--- config.mk ---
export PLATFORM = sky130hd
export DESIGN_NAME = uart_rx
export DESIGN_NICKNAME = d
export VERILOG_FILES = /design/src/rtl/uart_rx.sv
export SDC_FILE = /design/constraint.sdc
export NUM_CORES = 1
export LEC_CHECK = 0
export ABC_AREA = 1
export BUFFER_PORTS_ARGS = -buffer_cell sky130_fd_sc_hd__buf_2
export CAP_MARGIN = 20
export CORE_MARGIN = 2
export CORE_UTILIZATION = 30
export DETAILED_ROUTE_END_ITERATION = 7
export HOLD_SLACK_MARGIN = 0.06
export PLACE_DENSITY = 0.47
export RECOVER_POWER = 100
export SYNTH_ARGS = -nofsm -noshare
export SYNTH_HDL_FRONTEND = slang
export SYNTH_SLANG_ARGS = --single-unit
export TNS_END_PERCENT = 1
--- constraint.sdc ---
create_clock -name clk -period 3.75 [get_ports clk]
set_clock_uncertainty 0.1 [all_clocks]
set_input_delay 0.75 -clock clk [delete_from_list [all_inputs] [get_ports clk]]
set_output_delay 0.75 -clock clk [all_outputs]
set_load 0.005 [all_outputs]
--- src/rtl/uart_rx.sv ---
// 8N1 UART receiver, 16x oversampled via a shared b_tick strobe.
// Synchronises rx, validates the start bit at mid-bit and samples data/stop at mid-bit.
module uart_rx #(
  parameter int unsigned OVERSAMPLE  = 16,
  parameter int unsigned SYNC_STAGES = 2
) (
  input  logic       clk,
  input  logic       rst,
  input  logic       b_tick,
  input  logic       rx,
  output logic [7:0] rx_data,
  output logic       rx_done,
  output logic       rx_busy,
  output logic       frame_err
);

  localparam int unsigned TW = (OVERSAMPLE > 2) ? $clog2(OVERSAMPLE) : 1;
  localparam logic [TW-1:0] MID_START = TW'(OVERSAMPLE / 2 - 1);
  localparam logic [TW-1:0] MID_BIT   = TW'(OVERSAMPLE - 1);

  typedef enum logic [1:0] {
    S_IDLE,
    S_START,
    S_DATA,
    S_STOP
  } state_t;

  state_t                 state_q, state_d;
  logic [SYNC_STAGES-1:0] sync_q;
  logic                   rx_s;
  logic [TW-1:0]          tick_q, tick_d;
  logic [2:0]             bit_q, bit_d;
  logic [7:0]             sh_q, sh_d;
  logic [7:0]             data_d;
  logic                   done_d, err_d, busy_d;

  // Sync chain presets to idle-high so reset release never looks like a start edge.
  always_ff @(posedge clk or negedge rst) begin
    if (!rst) sync_q <= '1;
    else      sync_q <= {sync_q[SYNC_STAGES-2:0], rx};
  end

  assign rx_s = sync_q[SYNC_STAGES-1];

  always_ff @(posedge clk or negedge rst) begin
    if (!rst) begin
      state_q   <= S_IDLE;
      tick_q    <= '0;
      bit_q     <= '0;
      sh_q      <= '0;
      rx_data   <= '0;
      rx_done   <= 1'b0;
      frame_err <= 1'b0;
      rx_busy   <= 1'b0;
    end else begin
      state_q   <= state_d;
      tick_q    <= tick_d;
      bit_q     <= bit_d;
      sh_q      <= sh_d;
      rx_data   <= data_d;
      rx_done   <= done_d;
      frame_err <= err_d;
      rx_busy   <= busy_d;
    end
  end

  // Next-state and next-output logic; strobes default low so they last one clk.
  always_comb begin
    state_d = state_q;
    tick_d  = tick_q;
    bit_d   = bit_q;
    sh_d    = sh_q;
    data_d  = rx_data;
    done_d  = 1'b0;
    err_d   = 1'b0;

    unique case (state_q)
      S_IDLE: begin
        if (!rx_s) begin
          tick_d  = '0;
          state_d = S_START;
        end
      end
      S_START: begin
        if (b_tick) begin
          if (tick_q == MID_START) begin
            if (!rx_s) begin
              tick_d  = '0;
              bit_d   = '0;
              state_d = S_DATA;
            end else begin
              state_d = S_IDLE;
            end
          end else begin
            tick_d = tick_q + TW'(1);
          end
        end
      end
      S_DATA: begin
        if (b_tick) begin
          if (tick_q == MID_BIT) begin
            sh_d   = {rx_s, sh_q[7:1]};
            tick_d = '0;
            if (bit_q == 3'd7) state_d = S_STOP;
            else               bit_d   = bit_q + 3'd1;
          end else begin
            tick_d = tick_q + TW'(1);
          end
        end
      end
      S_STOP: begin
        if (b_tick) begin
          if (tick_q == MID_BIT) begin
            state_d = S_IDLE;
            if (rx_s) begin
              data_d = sh_q;
              done_d = 1'b1;
            end else begin
              err_d = 1'b1;
            end
          end else begin
            tick_d = tick_q + TW'(1);
          end
        end
      end
      default: state_d = S_IDLE;
    endcase

    busy_d = (state_d != S_IDLE);
  end

endmodule
* After elaboration in Yosys (flattened, before gate mapping) *
Cells that the tools add are included.

word-level totals
  bits of input ports = 4
  logic and storage cells = 65
  flip-flop bits (word level) = 30
  output and inout port bits = 11

cells by class
  muxes and demuxes = 33
  add/sub/neg operators = 2
  eq/ne operators = 14
  reduce and logical (&&, ||, !) cells = 7

operators with widths
  cell                                                 number
  two-way mux 4 bit                                    7
  two-way mux 2 bit                                    9
  two-way mux 3 bit                                    6
  != test 2 bit, second input constant                 8
  case mux 4 bit (4 select lines)                      1
  two-way mux 1 bit                                    8
  case mux 2 bit (4 select lines)                      1
  AND reduction 4 bit                                  2
  AND reduction 7 bit                                  1
  case mux 3 bit (2 select lines)                      1
  adder 4 x 1 -> 4 bit, second input constant          1
  equality test 2 bit, second input constant           2
  equality test 4 x 3 -> 1 bit, second input constant  1
  equality test 4 bit, second input constant           1
  nonzero test 2 bit                                   2
  adder 3 x 1 -> 3 bit, second input constant          1
  equality test 3 bit, second input constant           1
  AND reduction 3 bit                                  1
  equality test 2 x 1 -> 1 bit, second input constant  1
  zero test 2 bit                                      1

* Longest topological paths before layout *
Gate-level depths: netlist (run 1).

  depth in word-level cells = 6
  mapped depth = 9

* Worst setup path after synthesis (run 1) *
Ideal clock, no wire load.

  path type = reg-to-reg
  start point = register tick_q[0]
  end point = register sh_q[7]
  clock period less this slack = 1.451 ns
  library setup time = 0.119 ns
  arrival time = 1.232 ns
  slack = 2.299 ns
  stages on the path, launching flop included = 8
  path through = dfrtp_1 > ha_1 > nand2_1 > nor2_2 > nand3_2 > buf_6 > nand2_2 > o21ai_2

on the way
  longest elaborated chain between the ends = 2

RTL lines
  element                               RTL line  source
  from (decl)                           31        logic [TW-1:0] tick_q, tick_d;
  from (signal assigned)                57        tick_q <= tick_d;
  equality test 4 bit                   101       if (tick_q == MID_BIT) begin
  AND reduction 3 bit (no source line)  n/a
  to (signal assigned)                  50        sh_q <= '0;
  to (signal assigned)                  59        sh_q <= sh_d;
  to (decl)                             33        logic [7:0] sh_q, sh_d;

No other way between the ends.
A chain may end at the register's enable or synchronous reset.

* Worst setup path in the final report (run 1) *
  start point = register tick_q[0]
  end point = register sh_q[5]

The elaborated chain is that of the path after synthesis.

==> impl_metrics.py, run 1 <==
metrics = {
    "status": {
        "status": "finished with violations",
        "failed_checks": "capacitance limit, slew limit",
    },
    "clocking": {
        "clockBufferDepth": 2,
        "clk_latency_ns": 0.28,
        "hold_buffers": 0,
        "clkTransAtPathRegs_ns": 0.06,
        "cts_buffers": 5,
        "cts_setup_buffers": 0,
        "numClockSinks": 30,
        "tritoncts": "yes",
        "cts-root-buf": "clkbuf_8",
        "htreeDepth": 2,
        "cts.repair.resized": 0,
    },
    "place": {
        "hpwl_mm": 1.904,
        "post_dp_cell_area_mm2": 0.001562,
        "port_buffers": 14,
        "gp_routability_congestion": 0.7866,
    },
    "synthesis": {
        "synth_ff_type": "dfrtp_1",
        "synth_warnings": 0,
        "synth.most_common_cell": "nand2_1",
        "ys_seq_area_share_pct": 51.81,
        "yosys-top-cells-count": "47 x nand2_1, 28 x dfrtp_1, 19 x inv_1",
        "syn_area_per_cell_um2": 8.975,
        "yosysTopAreaCell": "dfrtp_1",
        "synthesis.area_mm2": 0.001454,
        "synthTopCellsByArea": "dfrtp_1 48%, nand2_1 12%, o21ai_2 9.0%, inv_1 4.9%, dfstp_2 3.6%",
        "synth_top_area_share_pct": 48.19,
        "ys_async_sr_fraction_pct": 100.0,
        "synth_cells": 162,
        "syn-num-nets": 169,
        "ys_ff_latch": 30,
        "synth_edf_count": 0,
        "synth_cell_types": 23,
    },
    "worst_setup_path": {
        "rr_endpoint": "sh_q[5]",
        "crit_end": "sh_q[5]",
        "start_kind": "flop",
        "r2r-start": "tick_q[0]",
        "worstPathArrival_ns": 2.04,
        "path_buf_inv": 0,
        "cp-startpoint": "tick_q[0]",
        "r2r_setup_slack_ns": 1.79,
        "cp-end-kind": "flop",
        "cpMaxStageDelayCell": "nand3_1",
        "cp_slowest_stage_delay_ns": 0.47,
        "cp.depth": 5,
        "path_class": "reg2reg",
        "crit_family": "simple AND/OR/NAND/NOR gates",
        "r2r_cells": 5,
        "path_cells": "ha_1 -> nand2_1 -> nor2_1 -> nand3_1 -> o21ai_0",
        "required_ns": 3.82,
        "critPathMaxFanout": 17,
    },
    "route": {
        "remaining_drc_errors": 0,
        "wl_mm": 2.649,
        "final_antenna_net_count": 0,
        "routed-via-count": 1079,
        "routedWlPerCell_um": 11.27,
        "first_pass_iters": 4,
        "via_per_inst": 4.591,
        "drtIter0Drc": 49,
    },
    "grt": {
        "track_usage_pct": 11.59,
        "gr-total-overflow": 0,
        "grt_pass1_vias": 1061,
        "grt_antenna_before_repair": 0,
        "grt_first_pass_wirelength_mm": 4.685,
        "grt_max_degree": 31,
    },
    "cells_and_area": {
        "drive_gt1_share_pct": 13.81,
        "nets": 187,
        "diodes": 0,
        "area_growth_pct": 9.294,
        "final_area_mm2": 0.001589,
    },
    "floorplanning": {
        "start_util_pct": 30.99,
        "row_count": 25,
        "fp.dieH_um": 73.62,
        "dieArea_mm2": 0.005419,
        "coreArea_mm2": 0.004692,
        "die_width_um": 73.62,
        "ios": 15,
    },
    "power": {
        "peakVddDrop_uv": 243.0,
        "p_sw_mw": 0.3024,
        "clkPwrFrac_pct": 33.4,
        "pwr-share-seq_pct": 43.9,
        "p_int_mw": 0.6385,
        "power_density_mw_per_mm2": 592.1,
        "comb_power_share_pct": 22.7,
        "p_sw_share_pct": 32.14,
        "p_leak_nw": 0.7794,
    },
    "timing": {
        "maxSlewViolCount": 31,
        "max-slew-margin-rel_pct": -6.515,
        "tightest_slew_ns": 1.598,
        "rsz0062_at_grt": "no",
        "min_period_over_period_pct": 52.34,
        "finalCriticalPeriod_ns": 1.963,
        "hold_viol_final": 0,
        "setup_tns_ns": 0,
        "setup_viol": 0,
        "max_freq_mhz": 509.5,
    },
    "min_path": {
        "hold_path.class": "reg2reg",
    },
    "job": {
        "drv_cap": 1,
    },
}
-- placed cells by master (no fill, tap or decap), drive strengths merged --
master   n
nand2   50
nand4    2
nor2    17
a21oi    1
o21ai   22
ha       3
dfstp    2
bufinv   1
clkbuf  14
buf      7
dfrtp   28
nand3   10
inv     21
nand3b   1
nor3     1
xor2     1
-- sequential cells by signal (all words and copies together) (netlist names) --
name and count:
state_q 2, tick_q 4, rx_data 8, sync_q 2, sh_q 8, rx_done 1
frame_err 1, bit_q 3, rx_busy 1
-- layer usage --
layer	routed length, um	track usage [%]
met5	0	0
met4	37	5.455
met1	1267	14.46
met3	141	4.390
met2	1202	17.66
-- kinds of logic after synthesis --
kind of cell,after synthesis,share of synthesized area (%)
AND/OR/NAND/NOR,81,25.73
buffers and inverters,24,7.487
XOR/XNOR,1,0.6025
adder cells (fa/ha/maj),3,2.582
AO/OA/AOI/OAI,23,11.79
flip-flops,30,51.81
-- stage by stage --
| step | worst slack [ns] | instances | power [mW] | util [%] | hold slack [ns] |
|---|---|---|---|---|---|
| floorplan | 2.299 | 162 | 0.5839 | - | 0.2452 |
| global placement | 1.954 | 227 | 0.6297 | 33.28 | 0.2462 |
| detailed placement | 1.933 | 227 | 0.6383 | 33.28 | 0.2487 |
| CTS | 1.924 | 235 | 0.9624 | 35.55 | 0.2579 |
| global route | 1.515 | 235 | 1.016 | 33.87 | 0.2684 |
| finish | 1.787 | 235 | 0.9409 | 33.87 | 0.2564 |
-- area by class of cell --
type	count	area, um2
fill	514	3103
clock buffer	7	76.32
sequential	30	753.2
inverter	21	78.83
clock inverter	1	30.03
timing repair buffer	14	61.31
multi-input combinational	108	521.8
tap	54	67.56
-- worst min path at each step --
stage | startpoint | to | slack (ns) | cells after the start
3_3_place_gp | sync_q[0] | sync_q[1] | 0.25 | 0
3_5_place_dp | sync_q[0] | sync_q[1] | 0.25 | 0
4_1_cts | sync_q[0] | sync_q[1] | 0.26 | 0
5_1_grt | sync_q[0] | sync_q[1] | 0.27 | 0
2_1_floorplan | sync_q[0] | sync_q[1] | 0.25 | 0
6_report | sync_q[0] | sync_q[1] | 0.26 | 0
-- power by group through the flow --
stage	registers, mW	logic, mW	clock network, mW
2_1_floorplan	0.402	0.182	0
5_1_grt	0.420	0.254	0.341
3_5_place_dp	0.420	0.218	0
4_1_cts	0.415	0.222	0.326
6_report	0.413	0.214	0.314
3_3_place_gp	0.419	0.210	0
Power figures use the tool's default switching activity.
==> inputs of run 2 (changes only) <==
--- a/config.mk
+++ b/config.mk
@@ -5,14 +5,14 @@
 export SDC_FILE = /design/constraint.sdc
 export NUM_CORES = 1
 export LEC_CHECK = 0
-export ABC_AREA = 1
+export ABC_AREA = 0
 export BUFFER_PORTS_ARGS = -buffer_cell sky130_fd_sc_hd__buf_2
 export CAP_MARGIN = 20
 export CORE_MARGIN = 2
 export CORE_UTILIZATION = 30
 export DETAILED_ROUTE_END_ITERATION = 7
 export HOLD_SLACK_MARGIN = 0.06
-export PLACE_DENSITY = 0.47
+export PLACE_DENSITY = 0.49
 export RECOVER_POWER = 100
 export SYNTH_ARGS = -nofsm -noshare
 export SYNTH_HDL_FRONTEND = slang
==> constraint.sdc (replaced) <==
create_clock -name clk -period 1.6 [get_ports clk]
set_clock_uncertainty 0.1 [all_clocks]
set_input_delay 0.32 -clock clk [delete_from_list [all_inputs] [get_ports clk]]
set_output_delay 0.32 -clock clk [all_outputs]
set_load 0.005 [all_outputs]
==> run 2 against run 1 <==
- the run ends with setup timing left
- combinational power rose to 3.6 times the previous value
- sequential cell count did not move
- via count fell by 5.9%
- maximum frequency rose by 7.3%
- utilization rose by 8.5 points
- die area fell by 5.2%
- register-to-register slack got worse by 2.0 ns
- clock-buffer cell count fell by 1
- critical path type unchanged
- largest power group unchanged
==> impl_metrics.py, run 2 <==
metrics = {
    "power": {
        "comb_power_share_pct": 34.3,
        "pwr-share-seq_pct": 40.3,
        "p_sw_share_pct": 31.73,
        "p_sw_mw": 0.7098,
        "p_leak_nw": 0.9172,
        "power_mw": 2.237,
        "clkPwrFrac_pct": 25.3,
        "peakVddDrop_uv": 376.4,
        "p_int_mw": 1.527,
        "power_density_mw_per_mm2": 1203,
    },
    "route": {
        "routed-via-count": 1015,
        "first_pass_iters": 4,
        "wl_mm": 2.854,
        "final_antenna_net_count": 0,
        "remaining_drc_errors": 0,
        "drtIter0Drc": 21,
        "via_per_inst": 5.050,
        "routedWlPerCell_um": 14.20,
    },
    "min_path": {
        "hold_end": "sync_q[1]",
        "hold_depth": 0,
        "hp-start": "sync_q[0]",
        "hold_path.class": "reg2reg",
    },
    "clocking": {
        "htreeDepth": 2,
        "numClockSinks": 30,
        "cts-root-buf": "clkbuf_8",
        "clkTransAtPathRegs_ns": 0.07,
        "cts_buffers": 5,
        "clockBufferDepth": 2,
        "tritoncts": "yes",
        "clk_latency_ns": 0.27,
    },
    "worst_setup_path": {
        "cp-end-kind": "flop",
        "r2r-start": "tick_q[1]",
        "critPathMaxFanout": 4,
        "start_kind": "flop",
        "path_class": "reg2reg",
        "r2r_setup_slack_ns": -0.23,
        "worstPathArrival_ns": 1.90,
        "cpMaxStageDelayCell": "or3_4",
        "path_cells": "ha_2 -> and3_4 -> nand3_2 -> or3_4 -> buf_4 -> mux2_4",
        "rr_endpoint": "rx_data[0]",
        "r2r_cells": 6,
        "cp_slowest_stage_delay_ns": 0.36,
        "required_ns": 1.67,
    },
    "grt": {
        "use_met1_pct": 13.85,
        "grt_max_degree": 31,
        "grt_first_pass_wirelength_mm": 4.540,
        "busiest_layer": "met2",
        "track_usage_pct": 11.52,
        "grt_antenna_before_repair": 0,
        "grt_util_met3_pct": 3.938,
        "gr-total-overflow": 0,
        "grt_pass1_vias": 1009,
        "use_met2_pct": 18.42,
    },
    "synthesis": {
        "ys_seq_area_share_pct": 54.83,
        "ys_async_sr_fraction_pct": 100.0,
        "synth_edf_count": 0,
        "synthTopCellsByArea": "dfrtp_1 51%, mux2_2 9.0%, mux2_4 8.7%, dfstp_2 3.8%, ha_1 2.7%",
        "synth_ff_type": "dfrtp_1",
        "synth_cells": 106,
        "ys_ff_latch": 30,
        "synth_cell_types": 36,
        "synth_top_area_share_pct": 51.00,
        "synthesis.area_mm2": 0.001374,
        "syn_area_per_cell_um2": 12.96,
        "synth_warnings": 0,
        "yosys-top-cells-count": "28 x dfrtp_1, 11 x mux2_2, 8 x mux2_4",
        "synth.most_common_cell": "dfrtp_1",
        "syn-num-nets": 113,
        "yosysTopAreaCell": "dfrtp_1",
    },
    "place": {
        "gp_routability_congestion": 0.7491,
        "dp_slack_ns": -0.2302,
        "port_buffers": 14,
        "hpwl_mm": 1.934,
    },
    "timing": {
        "setup_viol": 24,
        "tightest_slew_ns": 0.7443,
        "min_period_over_period_pct": 114.3,
        "finalCriticalPeriod_ns": 1.829,
        "finalWorstSetupSlack_ns": -0.2293,
        "maxSlewViolCount": 0,
        "max-slew-margin-rel_pct": 50.38,
        "hold_viol_final": 0,
        "rsz0062_at_grt": "yes",
        "max_freq_mhz": 546.7,
        "setup_tns_ns": -2.595,
    },
    "cells_and_area": {
        "drive_gt1_share_pct": 47.65,
        "reg.largest.list": "rx_data x8, sh_q x8, tick_q x4",
        "diodes": 0,
        "area_growth_pct": 35.34,
        "most-common-layout-cells": "28 x dfrtp_1, 19 x buf_4, 16 x mux2_4, 9 x clkbuf_1",
        "layout.cells.most_common": "dfrtp_1",
        "nets": 155,
    },
    "status": {
        "failed_checks": "setup timing",
        "status": "finished with violations",
    },
    "job": {
        "drv_cap": 0,
    },
    "floorplanning": {
        "row_count": 24,
        "dieArea_mm2": 0.005137,
        "coreArea_mm2": 0.004384,
        "start_util_pct": 31.34,
        "die_width_um": 71.67,
        "fp.dieH_um": 71.67,
        "ios": 15,
    },
}
## run 2: worst max-delay path by stage
stage | depth (start not counted) | slack (ns) | to | startpoint
finish | 6 | -0.23 | rx_data[0] | tick_q[1]
global route | 6 | -0.30 | rx_data[0] | tick_q[0]
CTS | 6 | -0.23 | rx_data[6] | tick_q[1]
detailed placement | 6 | -0.23 | rx_data[0] | tick_q[1]
global placement | 6 | -0.20 | rx_data[2] | tick_q[1]
floorplan | 6 | -0.24 | rx_data[0] | tick_q[1]
## run 2: cell type report
type	instances	area, um2
Multi-Input combinational cell	65	645.6
Clock buffer	6	72.57
Inverter	6	22.52
Timing Repair Buffer	40	290.3
Sequential cell	30	753.2
Fill cell	429	2525
Clock inverter	2	10.01
Tap cell	52	65.06
## run 2: power groups by stage
stage          logic (mW)  registers, mW  clock network (mW)
5_1_grt             0.843          0.910               0.623
2_1_floorplan       0.381          0.907                   0
3_5_place_dp        0.670          0.914                   0
6_report            0.768          0.902               0.567
3_3_place_gp        0.658          0.911                   0
4_1_cts             0.728          0.901               0.590
## run 2: worst max-delay path: cells and delay by family, from the launching register on
family	cells	cell delay, ns
fa+ha+maj	1	0.18
simple gates	3	0.63
mux	1	0.29
flops	1	0.35
buf+inv	1	0.17
## run 2: logic make-up after synthesis
family / count (synthesis) / synth area share, %
DFF: 30 / 54.83
buffers and inverters: 11 / 4.098
and+or+nand+nor: 26 / 11.75
AOI/OAI and AO/OA: 17 / 8.835
muxes: 19 / 17.76
adders and majority gates: 3 / 2.733
## run 2: stage by stage
step	cells	instance area [um2]	hold WS, ns	util, %
finish	201	1859	0.2559	42.41
global route	201	1859	0.2648	42.41
CTS	198	1823	0.2564	41.58
detailed placement	188	1673	0.1855	38.16
global placement	188	1673	0.1808	38.16
floorplan	106	1376	-0.07559	-
## run 2: timing repair
item | 4_1_cts | 5_1_grt
gates resized for setup | 11 | 13
pin swaps | 3 | 2
endpoints found under the hold margin | 29 | 0
setup buffers | 0 | 2
hold buffers | 2 | 0
gates cloned | 0 | 1
setup endpoints to repair | 24 | 25
## run 2: per-layer routing
metal | part of all wire [%] | vias to the layer above | wire length (um)
li1 | - | 468 | -
met1 | 43 | 518 | 1219
met2 | 51 | 24 | 1460
met3 | 4.4 | 5 | 126
met4 | 1.6 | 0 | 47
met5 | 0 | - | 0
==> inputs of run 3 (changes only) <==
--- a/config.mk
+++ b/config.mk
@@ -6,13 +6,14 @@
 export NUM_CORES = 1
 export LEC_CHECK = 0
 export ABC_AREA = 0
-export BUFFER_PORTS_ARGS = -buffer_cell sky130_fd_sc_hd__buf_2
 export CAP_MARGIN = 20
+export CORE_ASPECT_RATIO = 1.2
 export CORE_MARGIN = 2
 export CORE_UTILIZATION = 30
 export DETAILED_ROUTE_END_ITERATION = 7
+export DONT_BUFFER_PORTS = 1
 export HOLD_SLACK_MARGIN = 0.06
-export PLACE_DENSITY = 0.49
+export PLACE_DENSITY = 0.46
 export RECOVER_POWER = 100
 export SYNTH_ARGS = -nofsm -noshare
 export SYNTH_HDL_FRONTEND = slang
==> constraint.sdc (replaced) <==
create_clock -name clk -period 1.6 [get_ports clk]
set_clock_uncertainty 0.1 [all_clocks]
set_input_delay 0.16 -clock clk [delete_from_list [all_inputs] [get_ports clk]]
set_output_delay 0.16 -clock clk [all_outputs]
set_load 0.005 [all_outputs]
==> run 3 against run 2 <==
- the flow still finishes with violations (setup timing)
- final cell count fell by 4.0%
- register-to-register slack better by 0.04 ns
- total power grew 1.1%
- via count decreased by 8.3%
- critical path type unchanged
- critical endpoint is now rx_data[6]
==> impl_metrics.py, run 3 (synthesized netlist as in run 2, its figures left out) <==
metrics = {
    "cells_and_area": {
        "layout.cells.most_common": "dfrtp_1",
        "reg.largest.list": "rx_data x8, sh_q x8, tick_q x4",
        "most-common-layout-cells": "28 x dfrtp_1, 21 x buf_4, 11 x mux2_2, 8 x mux2_4",
        "nets": 143,
        "diodes": 0,
        "drive_gt1_share_pct": 48.91,
        "area_growth_pct": 30.42,
        "num-fill-cells": 408,
    },
    "route": {
        "remaining_drc_errors": 0,
        "m1WireLength_mm": 1.100,
        "wl_mm": 2.683,
        "final_antenna_net_count": 0,
        "wl_met2_mm": 1.432,
        "via_per_inst": 4.824,
        "routedWlPerCell_um": 13.90,
        "first_pass_iters": 4,
        "drtIter0Drc": 28,
        "top_layer_used": "met4",
        "routed-via-count": 931,
        "dr_wl_met3_um": 126,
    },
    "worst_setup_path": {
        "rr_endpoint": "rx_data[6]",
        "cpMaxStageDelayCell": "dfrtp_1",
        "cp-end-kind": "flop",
        "worstPathArrival_ns": 1.86,
        "required_ns": 1.66,
        "path_buf_inv": 1,
        "cp_slowest_stage_delay_ns": 0.36,
        "start_kind": "flop",
        "path_cells": "ha_2 -> and3_4 -> nand3_2 -> or3_4 -> buf_4 -> mux2_4",
        "path_class": "reg2reg",
        "r2r-start": "tick_q[1]",
        "crit_family": "simple AND/OR/NAND/NOR gates",
        "cp.depth": 6,
        "r2r_cells": 6,
        "r2r_setup_slack_ns": -0.19,
        "critPathMaxFanout": 2,
    },
    "clocking": {
        "clkTransAtPathRegs_ns": 0.07,
        "cts_buffers": 5,
        "clk_latency_ns": 0.28,
        "cts-root-buf": "clkbuf_8",
        "numClockSinks": 30,
        "clockBufferDepth": 2,
        "tritoncts": "yes",
        "htreeDepth": 2,
    },
    "floorplanning": {
        "coreArea_mm2": 0.004327,
        "start_util_pct": 31.75,
        "row_count": 26,
        "ios": 15,
        "fp.dieH_um": 78.13,
        "dieArea_mm2": 0.005139,
        "die_width_um": 65.78,
    },
    "timing": {
        "hold_viol_final": 0,
        "rsz0062_at_grt": "yes",
        "whs_ns": 0.09483,
        "max_freq_mhz": 558.5,
        "tightest_slew_ns": 0.7330,
        "min_period_over_period_pct": 111.9,
        "setup_viol": 13,
        "max-slew-margin-rel_pct": 51.13,
        "finalCriticalPeriod_ns": 1.791,
        "setup_tns_ns": -1.680,
        "finalWorstSetupSlack_ns": -0.1906,
        "maxSlewViolCount": 0,
    },
    "power": {
        "p_leak_nw": 0.8642,
        "peakVddDrop_uv": 367.6,
        "power_density_mw_per_mm2": 1263,
    },
    "place": {
        "gp_routability_congestion": 0.7596,
        "hpwl_mm": 1.853,
        "dp_slack_ns": -0.2117,
        "port_buffers": 0,
    },
    "job": {
        "drv_cap": 0,
    },
    "status": {
        "status": "finished with violations",
        "failed_checks": "setup timing",
    },
    "min_path": {
        "hp-start": "b_tick",
        "hold_path.class": "in2reg",
        "hold_end": "tick_q[3]",
        "hold_depth": 4,
    },
    "grt": {
        "grt_pass1_vias": 972,
        "grt_first_pass_wirelength_mm": 4.643,
        "gr-total-overflow": 0,
        "track_usage_pct": 12.13,
        "grt_max_degree": 31,
        "grt_antenna_before_repair": 0,
    },
}
run 3: changes by cell type in the layout (fill, tap and decap cells not counted), sizes merged:
cell / change
clkinvlp: +1
dlygate4sd3: +2
buf: -6
clkinv: -1
clkbuf: -8
run 3: where the power goes:
part           internal, mW  switching, mW
registers             0.842         0.0607
clock network         0.345          0.289
logic                 0.362          0.363
total                  1.55          0.713
run 3: layout make-up:
class,count,area [um2],area share [%]
clock buffer,6,82.58,4.609
clock inverter,2,12.51,0.6983
inverter,6,22.52,1.257
multi-input combinational,65,616.8,34.43
sequential,30,753.2,42.04
tap,56,70.07,3.911
timing repair buffer,28,234.0,13.06
run 3: through the flow:
stage | util (%) | power [mW] | cells | cell area (um2)
floorplan | - | 1.288 | 106 | 1376
global placement | 36.76 | 1.527 | 179 | 1590
detailed placement | 36.76 | 1.538 | 179 | 1590
CTS | 40.92 | 2.243 | 191 | 1770
global route | 41.41 | 2.405 | 193 | 1792
finish | 41.41 | 2.263 | 193 | 1792
run 3: layer usage:
layer	vias to the layer above	global-route usage [%]
li1	444	-
met1	464	13.09
met2	21	20.20
met3	2	4.728
met4	0	6.250
met5	-	0
run 3: timing repair:
action | 4_1_cts | 5_1_grt
setup endpoints to repair | 23 | 24
pin swaps | 5 | 3
resized for setup | 8 | 3
hold buffers | 4 | 1
endpoints found under the hold margin | 34 | 1
setup buffers | 0 | 1
run 3: worst max-delay path by stage:
stage                          from    endpoint  slack (ns)
final                     tick_q[1]  rx_data[6]       -0.19
after global routing      tick_q[1]  rx_data[0]       -0.26
after CTS                 tick_q[0]  rx_data[6]       -0.19
after detailed placement  tick_q[1]  rx_data[0]       -0.21
after global placement    tick_q[1]  rx_data[0]       -0.19
after floorplan           tick_q[1]  rx_data[0]       -0.24
run 3: worst reg2reg max path, cell delays in order (launching register included):
cell and delay, ns:
dfrtp_1 0.36, ha_2 0.18, and3_4 0.18, nand3_2 0.08
or3_4 0.34, buf_4 0.15, mux2_4 0.29
